**src/rtl/led_frame_pattern_gen.sv**
```systemverilog
// -----------------------------------------------------------------------------
// led_frame_pattern_gen
//
// Streams rows for a HUB75-style half-split LED panel. Each output word holds
// one half-row of the top half and the matching half-row of the bottom half
// (address A and A+HALF). The generator renders a selectable test pattern,
// accepts the row with a valid/ready handshake, and only changes pattern,
// effect position or PWM phase at frame boundaries so that a frame is always
// internally consistent.
//
// Ports
//   clk_in          : single clock, all logic on the rising edge
//   reset_in        : synchronous active-high reset
//   mode_in         : requested pattern (0 off, 1 solid, 2 hscan, 3 vscan,
//                     4 pulse, 5 checker, 6-7 off); sampled at frame start
//   colour_in       : {red,green,blue} mask for lit pixels, sampled per row load
//   row_out         : {top_r,top_g,top_b,bot_r,bot_g,bot_b}, NUM_COLS each,
//                     bit i of each plane = column i
//   row_valid_out   : row_out / row_address_out hold a row
//   row_ready_in    : consumer accepts the row when high together with valid
//   row_address_out : half-row index of row_out
//   frame_done_out  : one-cycle pulse when row 0 of a new frame is loaded
//                     after a completed frame
//   mode_active_out : pattern currently being rendered
// -----------------------------------------------------------------------------
module led_frame_pattern_gen #(
  parameter int NUM_COLS     = 64,
  parameter int NUM_ROWS     = 32,
  parameter int EFFECT_TICKS = 1_000_000,
  parameter int FADE_W       = 8,
  localparam int HALF        = NUM_ROWS / 2,
  localparam int ADDR_W      = $clog2(NUM_ROWS / 2)
) (
  input  logic                  clk_in,
  input  logic                  reset_in,
  input  logic [2:0]            mode_in,
  input  logic [2:0]            colour_in,
  output logic [6*NUM_COLS-1:0] row_out,
  output logic                  row_valid_out,
  input  logic                  row_ready_in,
  output logic [ADDR_W-1:0]     row_address_out,
  output logic                  frame_done_out,
  output logic [2:0]            mode_active_out
);

  localparam int HPOS_W = $clog2(NUM_COLS);
  localparam int VPOS_W = $clog2(NUM_ROWS);
  localparam int TMR_W  = (EFFECT_TICKS > 1) ? $clog2(EFFECT_TICKS) : 1;

  localparam logic [2:0] MODE_OFF     = 3'd0;
  localparam logic [2:0] MODE_SOLID   = 3'd1;
  localparam logic [2:0] MODE_HSCAN   = 3'd2;
  localparam logic [2:0] MODE_VSCAN   = 3'd3;
  localparam logic [2:0] MODE_PULSE   = 3'd4;
  localparam logic [2:0] MODE_CHECKER = 3'd5;

  // ST_LOAD: no row held yet (after reset); ST_RUN: a row is being offered.
  typedef enum logic [0:0] {
    ST_LOAD = 1'b0,
    ST_RUN  = 1'b1
  } state_t;

  state_t state_r;
  state_t state_next_s;

  // Handshake / sequencing decisions
  logic accept_s;
  logic last_row_s;
  logic frame_start_s;
  logic load_s;
  logic frame_done_next_s;

  // Output registers
  logic [6*NUM_COLS-1:0] row_r;
  logic                  row_valid_r;
  logic [ADDR_W-1:0]     addr_r;
  logic                  frame_done_r;
  logic [2:0]            mode_active_r;

  // Frame-level state
  logic [FADE_W-1:0] pwm_r;
  logic [HPOS_W-1:0] snap_hpos_r;
  logic [VPOS_W-1:0] snap_vpos_r;
  logic [FADE_W-1:0] snap_fade_r;
  logic              snap_phase_r;

  // Live effect state
  logic [TMR_W-1:0]  timer_r;
  logic [HPOS_W-1:0] hpos_r;
  logic              hpos_up_r;
  logic [VPOS_W-1:0] vpos_r;
  logic              vpos_up_r;
  logic [FADE_W-1:0] fade_r;
  logic              fade_up_r;
  logic              phase_r;

  // Next-state values
  logic [2:0]            mode_req_s;
  logic                  mode_change_s;
  logic                  step_s;
  logic [TMR_W-1:0]      timer_next_s;
  logic                  hpos_turn_s;
  logic                  vpos_turn_s;
  logic                  fade_turn_s;
  logic [HPOS_W-1:0]     hpos_next_s;
  logic                  hpos_up_next_s;
  logic [VPOS_W-1:0]     vpos_next_s;
  logic                  vpos_up_next_s;
  logic [FADE_W-1:0]     fade_next_s;
  logic                  fade_up_next_s;
  logic                  phase_next_s;
  logic [2:0]            mode_next_s;
  logic [ADDR_W-1:0]     addr_next_s;
  logic [FADE_W-1:0]     pwm_next_s;
  logic [HPOS_W-1:0]     snap_hpos_next_s;
  logic [VPOS_W-1:0]     snap_vpos_next_s;
  logic [FADE_W-1:0]     snap_fade_next_s;
  logic                  snap_phase_next_s;
  logic [5:0]            px_s;
  logic [6*NUM_COLS-1:0] render_s;
  logic [6*NUM_COLS-1:0] row_next_s;

  // Pixel colours of one column for both halves: {top_rgb, bot_rgb}.
  // The bottom half row is addr+HALF with HALF a power of two, so its
  // physical row index is {1, addr} and it shares the parity of addr.
  function automatic logic [5:0] col_pixels(
    input logic [2:0]        mode,
    input logic [HPOS_W-1:0] col,
    input logic [ADDR_W-1:0] addr,
    input logic [HPOS_W-1:0] hpos,
    input logic [VPOS_W-1:0] vpos,
    input logic [FADE_W-1:0] fade,
    input logic [FADE_W-1:0] pwm,
    input logic              phase,
    input logic [2:0]        colour
  );
    logic top_lit;
    logic bot_lit;
    top_lit = 1'b0;
    bot_lit = 1'b0;
    case (mode)
      MODE_SOLID: begin
        top_lit = 1'b1;
        bot_lit = 1'b1;
      end
      MODE_HSCAN: begin
        top_lit = (col == hpos);
        bot_lit = (col == hpos);
      end
      MODE_VSCAN: begin
        top_lit = (vpos == {1'b0, addr});
        bot_lit = (vpos == {1'b1, addr});
      end
      MODE_PULSE: begin
        top_lit = (pwm < fade);
        bot_lit = (pwm < fade);
      end
      MODE_CHECKER: begin
        top_lit = col[0] ^ addr[0] ^ phase;
        bot_lit = col[0] ^ addr[0] ^ phase;
      end
      default: begin
        top_lit = 1'b0;
        bot_lit = 1'b0;
      end
    endcase
    return {({3{top_lit}} & colour), ({3{bot_lit}} & colour)};
  endfunction

  // FSM state register.
  always_ff @(posedge clk_in) begin
    if (reset_in) begin
      state_r <= ST_LOAD;
    end else begin
      state_r <= state_next_s;
    end
  end

  // FSM next state and handshake decisions.
  always_comb begin
    state_next_s      = state_r;
    accept_s          = 1'b0;
    last_row_s        = (addr_r == ADDR_W'(HALF - 1));
    frame_start_s     = 1'b0;
    load_s            = 1'b0;
    frame_done_next_s = 1'b0;
    case (state_r)
      ST_LOAD: begin
        // Initial load after reset: a frame start that is not a frame end.
        frame_start_s = 1'b1;
        load_s        = 1'b1;
        state_next_s  = ST_RUN;
      end
      ST_RUN: begin
        accept_s          = row_ready_in;
        load_s            = row_ready_in;
        frame_start_s     = row_ready_in & last_row_s;
        frame_done_next_s = row_ready_in & last_row_s;
        state_next_s      = ST_RUN;
      end
      default: begin
        state_next_s = ST_LOAD;
      end
    endcase
  end

  // Effect timer, bouncing registers and frame-start snapshot.
  always_comb begin
    if (mode_in > MODE_CHECKER) begin
      mode_req_s = MODE_OFF;
    end else begin
      mode_req_s = mode_in;
    end
    mode_change_s = frame_start_s & (mode_req_s != mode_active_r);

    step_s = (timer_r == TMR_W'(EFFECT_TICKS - 1));
    if (step_s) begin
      timer_next_s = '0;
    end else begin
      timer_next_s = timer_r + TMR_W'(1);
    end

    // Ping-pong: flip direction at the end being approached, then move one
    // step in the (possibly new) direction, so ends are never repeated.
    hpos_turn_s = hpos_up_r ? (hpos_r == HPOS_W'(NUM_COLS - 1)) : (hpos_r == '0);
    vpos_turn_s = vpos_up_r ? (vpos_r == VPOS_W'(NUM_ROWS - 1)) : (vpos_r == '0);
    fade_turn_s = fade_up_r ? (fade_r == {FADE_W{1'b1}}) : (fade_r == '0);

    if (mode_change_s) begin
      hpos_next_s    = '0;
      hpos_up_next_s = 1'b1;
      vpos_next_s    = '0;
      vpos_up_next_s = 1'b1;
      fade_next_s    = '0;
      fade_up_next_s = 1'b1;
      phase_next_s   = 1'b0;
    end else if (step_s) begin
      hpos_up_next_s = hpos_up_r ^ hpos_turn_s;
      vpos_up_next_s = vpos_up_r ^ vpos_turn_s;
      fade_up_next_s = fade_up_r ^ fade_turn_s;
      hpos_next_s    = hpos_up_next_s ? (hpos_r + HPOS_W'(1)) : (hpos_r - HPOS_W'(1));
      vpos_next_s    = vpos_up_next_s ? (vpos_r + VPOS_W'(1)) : (vpos_r - VPOS_W'(1));
      fade_next_s    = fade_up_next_s ? (fade_r + FADE_W'(1)) : (fade_r - FADE_W'(1));
      phase_next_s   = ~phase_r;
    end else begin
      hpos_next_s    = hpos_r;
      hpos_up_next_s = hpos_up_r;
      vpos_next_s    = vpos_r;
      vpos_up_next_s = vpos_up_r;
      fade_next_s    = fade_r;
      fade_up_next_s = fade_up_r;
      phase_next_s   = phase_r;
    end

    // Snapshot takes the pre-step live values; a mode switch renders its
    // first frame from zero.
    if (mode_change_s) begin
      snap_hpos_next_s  = '0;
      snap_vpos_next_s  = '0;
      snap_fade_next_s  = '0;
      snap_phase_next_s = 1'b0;
    end else if (frame_start_s) begin
      snap_hpos_next_s  = hpos_r;
      snap_vpos_next_s  = vpos_r;
      snap_fade_next_s  = fade_r;
      snap_phase_next_s = phase_r;
    end else begin
      snap_hpos_next_s  = snap_hpos_r;
      snap_vpos_next_s  = snap_vpos_r;
      snap_fade_next_s  = snap_fade_r;
      snap_phase_next_s = snap_phase_r;
    end
  end

  // Row sequencing and rendering of the row about to be loaded.
  always_comb begin
    if (frame_start_s) begin
      mode_next_s = mode_req_s;
      addr_next_s = '0;
      pwm_next_s  = pwm_r + FADE_W'(1);
    end else if (accept_s) begin
      mode_next_s = mode_active_r;
      addr_next_s = addr_r + ADDR_W'(1);
      pwm_next_s  = pwm_r;
    end else begin
      mode_next_s = mode_active_r;
      addr_next_s = addr_r;
      pwm_next_s  = pwm_r;
    end

    render_s = '0;
    px_s     = '0;
    for (int c = 0; c < NUM_COLS; c++) begin
      px_s = col_pixels(mode_next_s, HPOS_W'(c), addr_next_s, snap_hpos_next_s,
                        snap_vpos_next_s, snap_fade_next_s, pwm_next_s,
                        snap_phase_next_s, colour_in);
      for (int p = 0; p < 6; p++) begin
        render_s[p*NUM_COLS + c] = px_s[p];
      end
    end

    if (load_s) begin
      row_next_s = render_s;
    end else begin
      row_next_s = row_r;
    end
  end

  // Datapath registers; reset dominates everything.
  always_ff @(posedge clk_in) begin
    if (reset_in) begin
      row_r         <= '0;
      row_valid_r   <= 1'b0;
      addr_r        <= '0;
      frame_done_r  <= 1'b0;
      mode_active_r <= MODE_OFF;
      pwm_r         <= '0;
      snap_hpos_r   <= '0;
      snap_vpos_r   <= '0;
      snap_fade_r   <= '0;
      snap_phase_r  <= 1'b0;
      timer_r       <= '0;
      hpos_r        <= '0;
      hpos_up_r     <= 1'b1;
      vpos_r        <= '0;
      vpos_up_r     <= 1'b1;
      fade_r        <= '0;
      fade_up_r     <= 1'b1;
      phase_r       <= 1'b0;
    end else begin
      row_r         <= row_next_s;
      row_valid_r   <= 1'b1;
      addr_r        <= addr_next_s;
      frame_done_r  <= frame_done_next_s;
      mode_active_r <= mode_next_s;
      pwm_r         <= pwm_next_s;
      snap_hpos_r   <= snap_hpos_next_s;
      snap_vpos_r   <= snap_vpos_next_s;
      snap_fade_r   <= snap_fade_next_s;
      snap_phase_r  <= snap_phase_next_s;
      timer_r       <= timer_next_s;
      hpos_r        <= hpos_next_s;
      hpos_up_r     <= hpos_up_next_s;
      vpos_r        <= vpos_next_s;
      vpos_up_r     <= vpos_up_next_s;
      fade_r        <= fade_next_s;
      fade_up_r     <= fade_up_next_s;
      phase_r       <= phase_next_s;
    end
  end

  assign row_out         = row_r;
  assign row_valid_out   = row_valid_r;
  assign row_address_out = addr_r;
  assign frame_done_out  = frame_done_r;
  assign mode_active_out = mode_active_r;

endmodule

```
**config.mk**
```make
export PLATFORM = sky130hd
export DESIGN_NAME = led_frame_pattern_gen
export DESIGN_NICKNAME = d
export VERILOG_FILES = /design/src/rtl/led_frame_pattern_gen.sv
export SDC_FILE = /design/constraint.sdc
export NUM_CORES = 1
export LEC_CHECK = 0
export CORE_AREA = 4 4 218 241
export CTS_CLUSTER_SIZE = 24
export DETAILED_ROUTE_END_ITERATION = 16
export DIE_AREA = 0 0 222 245
export DONT_BUFFER_PORTS = 1
export PLACE_DENSITY = 0.55
export SYNTH_ARGS = -nofsm -noshare
export SYNTH_HDL_FRONTEND = slang
export SYNTH_SLANG_ARGS = --single-unit
```
**constraint.sdc**
```tcl
create_clock -name clk_in -period 3.8 [get_ports clk_in]
set_input_delay 0.38 -clock clk_in [delete_from_list [all_inputs] [get_ports clk_in]]
set_output_delay 0.38 -clock clk_in [all_outputs]
set_load 0.01 [all_outputs]
```
# [Yosys cells after proc, flatten, opt, wreduce, memory -nomap -nowiden]
# Cells that the tools add are included.
[totals] wordCells=401 ff_bits=464
[classes] n_reduce_logical=7 n_bitwise=138 addsub=9 mux=151 n_lt_le_gt_ge=2 eq_ne=76
[ops] cell="$pmux 1 s5" n=128
[ops] cell="$and 3x3->3" n=128
[ops] cell="$eq 6x6->1 const A" n=32
[ops] cell="$eq 5x6->1 const A" n=16
[ops] cell="$eq 4x6->1 const A" n=8
[ops] cell="$mux 8" n=4
[ops] cell="$eq 3x6->1 const A" n=4
[ops] cell="$add 20x1->20 const B" n=1
[ops] cell="$eq 20x20->1 const B" n=1
[ops] cell="$mux 6" n=3
[ops] cell="$add 8x1->8 const B" n=2
[ops] cell="$mux 5" n=3
[ops] cell="$eq 2x6->1 const A" n=2
[ops] cell="$logic_not 6->1" n=2
[ops] cell="$eq 8x8->1 const B" n=1
[ops] cell="$logic_not 8->1" n=1
[ops] cell="$lt 8x8->1" n=1
[ops] cell="$mux 4" n=2
[ops] cell="$sub 8x1->8 const B" n=1
[ops] cell="$mux 1" n=7
[ops] cell="$add 6x1->6 const B" n=1
[ops] cell="$eq 1x6->1 const A" n=1
[ops] cell="$eq 3x2->1 const B" n=2
[ops] cell="$eq 3x3->1 const B" n=2
[ops] cell="other kinds (19)" n=30

# [Logic depth before layout (Yosys ltp)]
# Gate-level depths: netlist (run 1).
[depth] ltp_word=8 depth_mapped=20 ltp_nobuf=14

# [Least setup slack after synthesis (run 1)]
# Ideal clock, no wire load.
[synth_path] path_kind="register -> register" startpoint="reg addr_r[0] (netlist: row_address_out[0])" endpoint="reg row_r[228] (netlist: row_out[228])" setup_slack_ps=-141 t_required_ps=3726 path_stages_with_launch=19 path_buffers=7 setup_time_ps=74 arrival_time_ps=3867 path_cell_list="dfxtp_1 -> ha_1 -> nand4_2 -> and2_1 -> buf_4 -> buf_6 -> buf_2 -> buf_2 -> buf_1 -> nand2_1 -> a21boi_0 -> ha_1 -> or4b_1 -> a31oi_1 -> o21a_1 -> buf_2 -> buf_2 -> nor3_2 -> o21ai_0"
[synth_via] elab_chain_cells=8
[synth_lines] element="from (decl)" line_no="76" text="logic [ADDR_W-1:0] addr_r;"
[synth_lines] element="from (signal assigned)" line_no="333" text="addr_r <= addr_next_s;"
[synth_lines] element="$eq 4x4->1" line_no="183" text="last_row_s = (addr_r == ADDR_W'(HALF - 1));"
[synth_lines] element="$and 1x1->1" line_no="197" text="frame_start_s = row_ready_in & last_row_s;"
[synth_lines] element="$pmux 1 s2" line_no="187" text="case (state_r)"
[synth_lines] element="$mux 8 (tied with other cells)" line_no="262" text="end else if (frame_start_s) begin"
[synth_lines] element="$mux 8 (tied with other cells)" line_no="257" text="if (mode_change_s) begin"
[synth_lines] element="$lt 8x8->1 (tied with other cells)" line_no="155" text="top_lit = (pwm < fade);"
[synth_lines] element="$pmux 1 s5 (*)" line_no="141" text="case (mode)"
[synth_lines] element="$and 3x3->3 (*)" line_no="167" text="return {({3{top_lit}} & colour), ({3{bot_lit}} & colour)};"
[synth_lines] element="to (signal assigned)" line_no="331" text="row_r <= row_next_s;"
[synth_lines] element="to (decl)" line_no="74" text="logic [6*NUM_COLS-1:0] row_r;"
# Mark *: on every way between the ends. The rest lies on a longest branch, timed or not.
# A chain may end at the register's enable or synchronous reset.

# [Worst setup path after layout (run 1)]
[layout_path] startpoint="reg mode_active_r[1] (netlist: mode_active_out[1])" endpoint="reg row_r[11] (netlist: row_out[11])"
[layout_via] elab_chain_cells=6
[layout_lines] element="from (decl)" line_no="78" text="logic [2:0] mode_active_r;"
[layout_lines] element="from (signal assigned)" line_no="335" text="mode_active_r <= mode_next_s;"
[layout_lines] element="$ne 3x3->1" line_no="214" text="mode_change_s = frame_start_s & (mode_req_s != mode_active_r);"
[layout_lines] element="$and 1x1->1" line_no="214"
[layout_lines] element="$mux 8 (tied with other cells)" line_no="257"
[layout_lines] element="$lt 8x8->1 (tied with other cells)" line_no="156" text="bot_lit = (pwm < fade);"
[layout_lines] element="$pmux 1 s5 (*)" line_no="141"
[layout_lines] element="$and 3x3->3 (*)" line_no="167"
# Marks and branches as above.

==> impl_results.md, run 1 <==
- Status: finished, final reports clean
- CTS Buffer Depth: 3
- Critical path launch point type: flip-flop
- Achievable Freq: around 0.28 GHz
- Max IR drop VDD: 346 uV
- Clock Skews: between 0.015 and 0.02 ns
- Share of cells above drive strength 1: 0.133
- Fin crit period: about 3.5 ns
- Storage element area: 0.00929 mm^2
- Initial Util: 0.358
- Least-Margin Pin Slew: 1.10 ns
- Worst path required time: around 4.2 ns
- Seq/Total Area, Yosys: 0.520
- Synth-to-layout area growth: 15.5%
- Fill count: 4,871
- Vias: 14,500
- Yosys reg bits: 464
- Top FF cell, synth: dfxtp_1
- Count leader, synth: dfxtp_1
- Tot Pwr: around 11 mW
- DR WL/cell: 23.5 um
- CP Capture Type: flip-flop
- EDFF count, synth: 0
- Crit path cell chain: or2_1, o32a_1, a21oi_4, a21boi_0, ha_1, nand3_1, a21o_1, o2111ai_1, a31oi_2, buf_4, o21a_4, buf_6, nor4_4, o21ai_0
- Post-synth cell types: between 70 and 80
- Leakage power: 7.86 nW
- Synth top area cells: dfxtp_1, a22o_1, nand2_1
- Power Density: between 500 and 600 mW/mm^2
- IO buf count: 0
- Leading cell types by count after synthesis: dfxtp_1, nand2_1, o21ai_0, a22o_1, clkbuf_1
- Yosys warning total: 0
- Post-route core utilization: 0.413
- Post-Place Worst Slack: -0.289 ns
- Syn Nets: 1,931
- Total clock buffers created by CTS: 47
- Clock sink count: between 400 and 500
- Final Slew Violations: 0
- CTS tree: yes
- Largest net degree at the start of global routing: between 80 and 90
- Core Footprint: about 0.05 mm^2
- Area of the multi-input gates: a little over 0.008 mm^2
- Initial antenna violation count: 0
- Finished Layout Cells: 2,576
- Die Ht: ~250 um
- Cell Area, Synth: about 0.018 mm^2
- Antenna Cells: 0
- Grt ovf: 0
- Cell area after placement: 0.0187 mm^2
- Die width: approximately 220 um
- Fin nets: 1,915
- Slew headroom: 0.266
- Die area: ~0.054 mm^2
- Vias in the first global route: 13,800
- Global-route wire length before repair: about 91 mm
- Final Hold Fails: 0
- Drt initial violations: around 1,100
- Crit path DAT: slightly below 4 ns
- DP HPWL: ~44 mm
- Avg Cell Area, Syn: about 9.4 um^2
- Clock slew at reported path FFs: approximately 0.060 ns
- Final Routed Wirelength: 60.6 mm
- Max cap viols: 0
- IO Count: around 400
- Cells after synthesis: ~1,900
- Std-Cell Rows: 86
- Root buf cell: clkbuf_16
- DP Cell Count: ~2,500
- Cell taking the most area after synthesis: dfxtp_1
- First-pass DRT Iterations: 5
- Number of setup violations in the final report: 0
- Crit Path Category: reg -> reg
- Post-route DRC: 0
- Async set-reset flop share out of synthesis: 0
- Fin crit share: 0.934
- Fin area: 0.0206 mm^2
- Antenna-violating nets left: 0
- CP peak stage delay: just over 0.4 ns
- Htree depth: 2
- Clk_lat worst skew: between 0.5 and 0.6 ns
- Slowest stage cell on the critical path: nor4_4
- HP Class: in -> reg
- Top cell type's share of synthesized area: 0.520
- GRT Total Usage: 0.212
- Final worst setup slack: approximately 0.25 ns
- GP Congestion: around 0.85
- Vias/cell: around 5.6
- Crit Path Max Fanout: 10
-- state kept, by name (all words and copies together), names as in the netlist --
name	cells
fade_r	8
fade_up_r	1
frame_done_out	1
hpos_r	6
hpos_up_r	1
mode_active_out	3
phase_r	1
pwm_r	8
row_address_out	4
row_out	384
row_valid_out	1
snap_fade_r	8
snap_hpos_r	6
snap_phase_r	1
snap_vpos_r	5
timer_r	20
vpos_r	5
vpos_up_r	1
-- stage by stage --
step / setup TNS, ns / hold slack, ns
2_1_floorplan: 0 / 0.413
3_3_place_gp: -2.25 / 0.428
3_5_place_dp: -3.40 / 0.433
4_1_cts: 0 / 0.0609
5_1_grt: -0.0155 / 0.0776
6_report: 0 / 0.0900
-- logic make-up (layout without fill, tap and decap cells) --
logic type      count (synthesis)  count (layout)  share of synthesized area
compound gates                516             516                      0.194
xor+xnor                       50              50                     0.0272
fa+ha+maj                      26              26                     0.0195
buf+inv                       170             190                     0.0429
flops                         464             464                      0.520
mux                            11              11                    0.00623
simple gates                  659             659                      0.190
-- critical path: cells and delay by family (launching register included) --
kind            cells  cell delay, ns
simple gates        3            0.77
compound gates      8            1.54
flops               1            0.36
fa+ha+maj           1            0.32
buf+inv             2            0.38
-- layout by cell type (no fill, tap or decap), types with 37 or more instances in the layout --
cell type / netlist / final
dfxtp_1: 464 / 463
nand2_1: 308 / 305
o21ai_0: 181 / 180
a22o_1: 156 / 156
buf_4: 5 / 73
nand3_1: 69 / 69
nor2_1: 66 / 65
o21ai_1: 60 / 60
a21oi_1: 49 / 49
clkbuf_16: 0 / 48
and3_1: 38 / 37
-- final timing paths --
kind,startpoint,endpoint,slack (ns),depth (start not counted)
worst max-delay path,mode_active_out[1]$_SDFF_PP0_,row_out[11]$_SDFFE_PP0P_,0.25,14
worst min-delay path,reset_in,row_valid_out$_DFF_P_,0.09,1
worst max register to register,mode_active_out[1]$_SDFF_PP0_,row_out[11]$_SDFFE_PP0P_,0.25,14
worst min register to register,timer_r[0]$_SDFF_PP0_,timer_r[0]$_SDFF_PP0_,0.44,1
-- routing by layer --
metal	GRT usage	up-vias	share of wire
met5	0	-	0
met4	0.0642	0	0.032
met3	0.0538	108	0.071
met2	0.354	490	0.48
met1	0.272	7138	0.42
li1	-	6723	-
-- where the power goes --
part | switching, mW | internal [mW] | total (mW)
sequential | 0.197 | 5.01 | 5.21
clock | 1.98 | 2.89 | 4.88
combinational | 0.513 | 0.256 | 0.769
total | 2.69 | 8.16 | 10.9
-- final cells by class --
type | instances | area share
Multi-Input combinational cell | 1262 | 0.390
Sequential cell | 464 | 0.450
Timing Repair Buffer | 86 | 0.0378
Tap cell | 660 | 0.0400
Inverter | 19 | 0.00346
Clock buffer | 63 | 0.0633
Clock inverter | 22 | 0.0147
-- timing repair --
| action | 4_1_cts | 5_1_grt |
|---|---|---|
| hold endpoints to repair | 15 | 0 |
| cloned | 0 | 1 |
| setup endpoints to repair | 20 | 145 |
| resized for setup | 8 | 25 |
| pin swaps | 0 | 6 |
| setup buffers | 0 | 3 |
| hold buffers | 2 | 0 |
Power figures use the tool's default switching activity.
==> run 2, diff against run 1 <==
Settings changed: DONT_BUFFER_PORTS 1 to not set, PLACE_DENSITY 0.55 to 0.66, SKIP_LAST_GASP set to 1.
==> run 2 against run 1 <==
Compared with the run above:
- first-iteration DRC count grew 12%
- core utilization grew 8.3 points
- sequential power shrank 2%
- clock-buffer cell count grew 2
- global-route usage grew 0.90 points
- flip-flop and latch count is the same
- die area is the same
- worst hold slack gained 0.36 ns
- critical endpoint is now row_out[1]$_SDFFE_PP0P_
==> impl_results.md, run 2 (synthesized netlist as in run 1, its figures left out) <==
- Clk_lat worst skew: 0.59 ns (about the same)
- Fin area: 0.0248 mm^2 (+20%)
- IO buf count: 401 (+401)
- Htree depth: 2 (unchanged)
- R2R Setup Slk: 0.22 ns (-0.04 ns)
- Crit path cell chain: ha_2, nand4_2, and2_2, buf_4, a21oi_4, a21boi_0, ha_1, nand3_1, a21o_1, o2111ai_1, a31oi_2, o21a_2, buf_12, buf_16, nor4_1, buf_4, o21ai_0
- Initial antenna violation count: 1 (+1)
- Vias in the first global route: 15,400 (+12%)
- WHS: 0.449 ns (+0.359 ns)
- RSZ-0062 raised after global routing: true
- Total clock buffers created by CTS: 48 (+2.1%)
- Max IR drop VDD: 287 uV (-17%)
- Leakage power: 9.31 nW (+18%)
- IO Count: 402 (unchanged)
- Clock Skews: 0.0261 ns (+0.00903 ns)
- CP Capture Type: flip-flop
- Buf/Inv on CP: 4 (+2)
- Top cell by count, worst path: buf_4
- HP Start: row_out[222]$_SDFFE_PP0P_
- Power Density: 438 mW/mm^2 (-17%)
- Core Footprint: 0.0499 mm^2 (unchanged)
- First-pass DRT Iterations: 5 (unchanged)
- Finished Layout Cells: 3,003 (+17%)
- Slowest stage cell on the critical path: dfxtp_4
- Final Slew Violations: 0 (unchanged)
- Root buf cell: clkbuf_16
- Antenna Cells: 0 (unchanged)
- Initial Util: 0.358 (unchanged)
- Final Routed Wirelength: 63.1 mm (+4.1%)
- Final Hold Fails: 0 (unchanged)
- Slew headroom: 0.272 (+0.00624)
- CTS tree: yes
- Area of the multi-input gates: 0.00796 mm^2 (-1.2%)
- HP Class: reg -> reg
- Die Ht: 245 um (unchanged)
- Least-Margin Pin Slew: 1.09 ns (-0.00932 ns)
- Sum Neg Setup Slack: 0 ns (unchanged)
- CTS Buffer Depth: 3 (unchanged)
- Clock slew at reported path FFs: 0.06 ns (about the same)
- Std-Cell Rows: 86 (unchanged)
- Max FFs per register: 384 (unchanged)
- Top delay family on crit path: compound AO/OA/AOI/OAI gates
- DP Cell Count: 2,917 (+17%)
- DP HPWL: 46.3 mm (+5.4%)
- Drt initial violations: 1,210 (+12%)
- Max cap viols: 0 (unchanged)
- Storage element area: 0.00930 mm^2 (about the same)
- Crit path DAT: 4.02 ns (+0.06 ns)
- Fill count: 4,612 (-5.3%)
- Synth-to-layout area growth: 38.7%
- Fin crit period: 3.58 ns (+0.0352 ns)
- Vias/cell: 5.38 (-4.1%)
- Hold Crit Depth: 2 (+1)
- Commonest non-fill, non-tap cell in the layout: dfxtp_1
- Vias: 16,200 (+12%)
- Global-route wire length before repair: 95.3 mm (+4.5%)
- FF-to-FF End: row_out[1]$_SDFFE_PP0P_
- Die area: 0.0544 mm^2 (unchanged)
- Clock sink count: 464 (unchanged)
- Fin nets: 2,343 (+22%)
- Fin crit share: 0.943 (+0.00926)
- Share of cells above drive strength 1: 0.120 (-0.0131)
- Crit Path Max Fanout: 21 (+11)
- Grt ovf: 0 (unchanged)
- Worst path required time: 4.24 ns (+0.03 ns)
- Path depth of the worst reg2reg path: 17 (+3)
- GP Congestion: 0.844 (-0.44%)
- Hold Path Sink: row_out[222]$_SDFFE_PP0P_
- Status: finished, final reports clean
- Die width: 222 um (unchanged)
- Antenna-violating nets left: 0 (unchanged)
- Most frequent cells in the layout: dfxtp_1, clkdlybuf4s50_1, nand2_1, o21ai_0, a22o_1
- DR WL/cell: 21.0 um (-11%)
- Critical path launch point type: flip-flop
- Reg2reg start: row_address_out[0]$_SDFF_PP0_
- Number of setup violations in the final report: 0 (unchanged)
- GRT Total Usage: 0.221 (+0.00902)
- CP peak stage delay: 0.39 ns (-0.02 ns)
- Crit Path Category: reg -> reg
- Cts hold-fix bufs: 0 (-2)
- Cell area after placement: 0.0231 mm^2 (+23%)
- Achievable Freq: 0.279 GHz (-0.98%)
- Largest net degree at the start of global routing: 95 (+16%)
- Post-route DRC: 0 (unchanged)
-- run 2: worst max path at each step --
stage | slack, ns | cells past startpoint | start | endpoint
after global routing | -0.05 | 17 | row_address_out[0]$_SDFF_PP0_ | row_out[69]$_SDFFE_PP0P_
after detailed placement | -0.51 | 14 | mode_in[0] | row_out[164]$_SDFFE_PP0P_
after global placement | -0.48 | 15 | mode_in[0] | row_out[267]$_SDFFE_PP0P_
after floorplan | 0.05 | 20 | row_address_out[1]$_SDFF_PP0_ | row_out[110]$_SDFFE_PP0P_
final | 0.22 | 17 | row_address_out[0]$_SDFF_PP0_ | row_out[1]$_SDFFE_PP0P_
after CTS | 0.04 | 15 | row_address_out[0]$_SDFF_PP0_ | row_out[94]$_SDFFE_PP0P_
-- run 2: metrics by stage --
stage	util	setup WS (ns)	total power, mW
4_1_cts	0.494	0.0448	10.9
6_report	0.496	0.216	10.8
3_5_place_dp	0.463	-0.511	6.35
2_1_floorplan	-	0.0496	5.72
3_3_place_gp	0.463	-0.483	6.33
5_1_grt	0.496	-0.0518	11.2
-- run 2: layout make-up --
cell class,count,share of cell area
clock buffer,65,0.0543
clock inverter,20,0.00732
inverter,19,0.00288
multi-input combinational,1262,0.321
sequential,464,0.375
tap,660,0.0333
timing repair buffer,513,0.206
-- run 2: layer usage --
| layer | up-vias | track usage | share of wire |
|---|---|---|---|
| met5 | - | 0 | 0.00011 |
| met4 | 2 | 0.0803 | 0.040 |
| met3 | 129 | 0.0367 | 0.059 |
| met2 | 592 | 0.371 | 0.48 |
| met1 | 7867 | 0.288 | 0.42 |
| li1 | 7568 | - | - |
-- run 2: worst min-delay path: cells and delay by family (launching register included) --
kind / cells / cell delay, ns
flip-flops: 1 / 0.31
AND/OR/NAND/NOR: 1 / 0.05
AO/OA/AOI/OAI: 1 / 0.05
-- run 2: timing repair --
item / 4_1_cts / 5_1_grt
endpoints found under the setup margin: 6 / 139
resized for setup: 2 / 22
setup buffers: 0 / 1
pin swaps: 0 / 1
-- run 2: report_power, final --
group / switching (mW) / internal (mW) / total, mW
registers: 0.0905 / 5.01 / 5.10
logic: 0.647 / 0.513 / 1.16
clock network: 1.96 / 2.62 / 4.59
total: 2.70 / 8.15 / 10.8
==> run 3, diff against run 2 <==
Settings changed: SLEW_MARGIN set to 0.
==> results of run 3 <==
The final DEF is identical to that of run 2; final timing and power are the same.
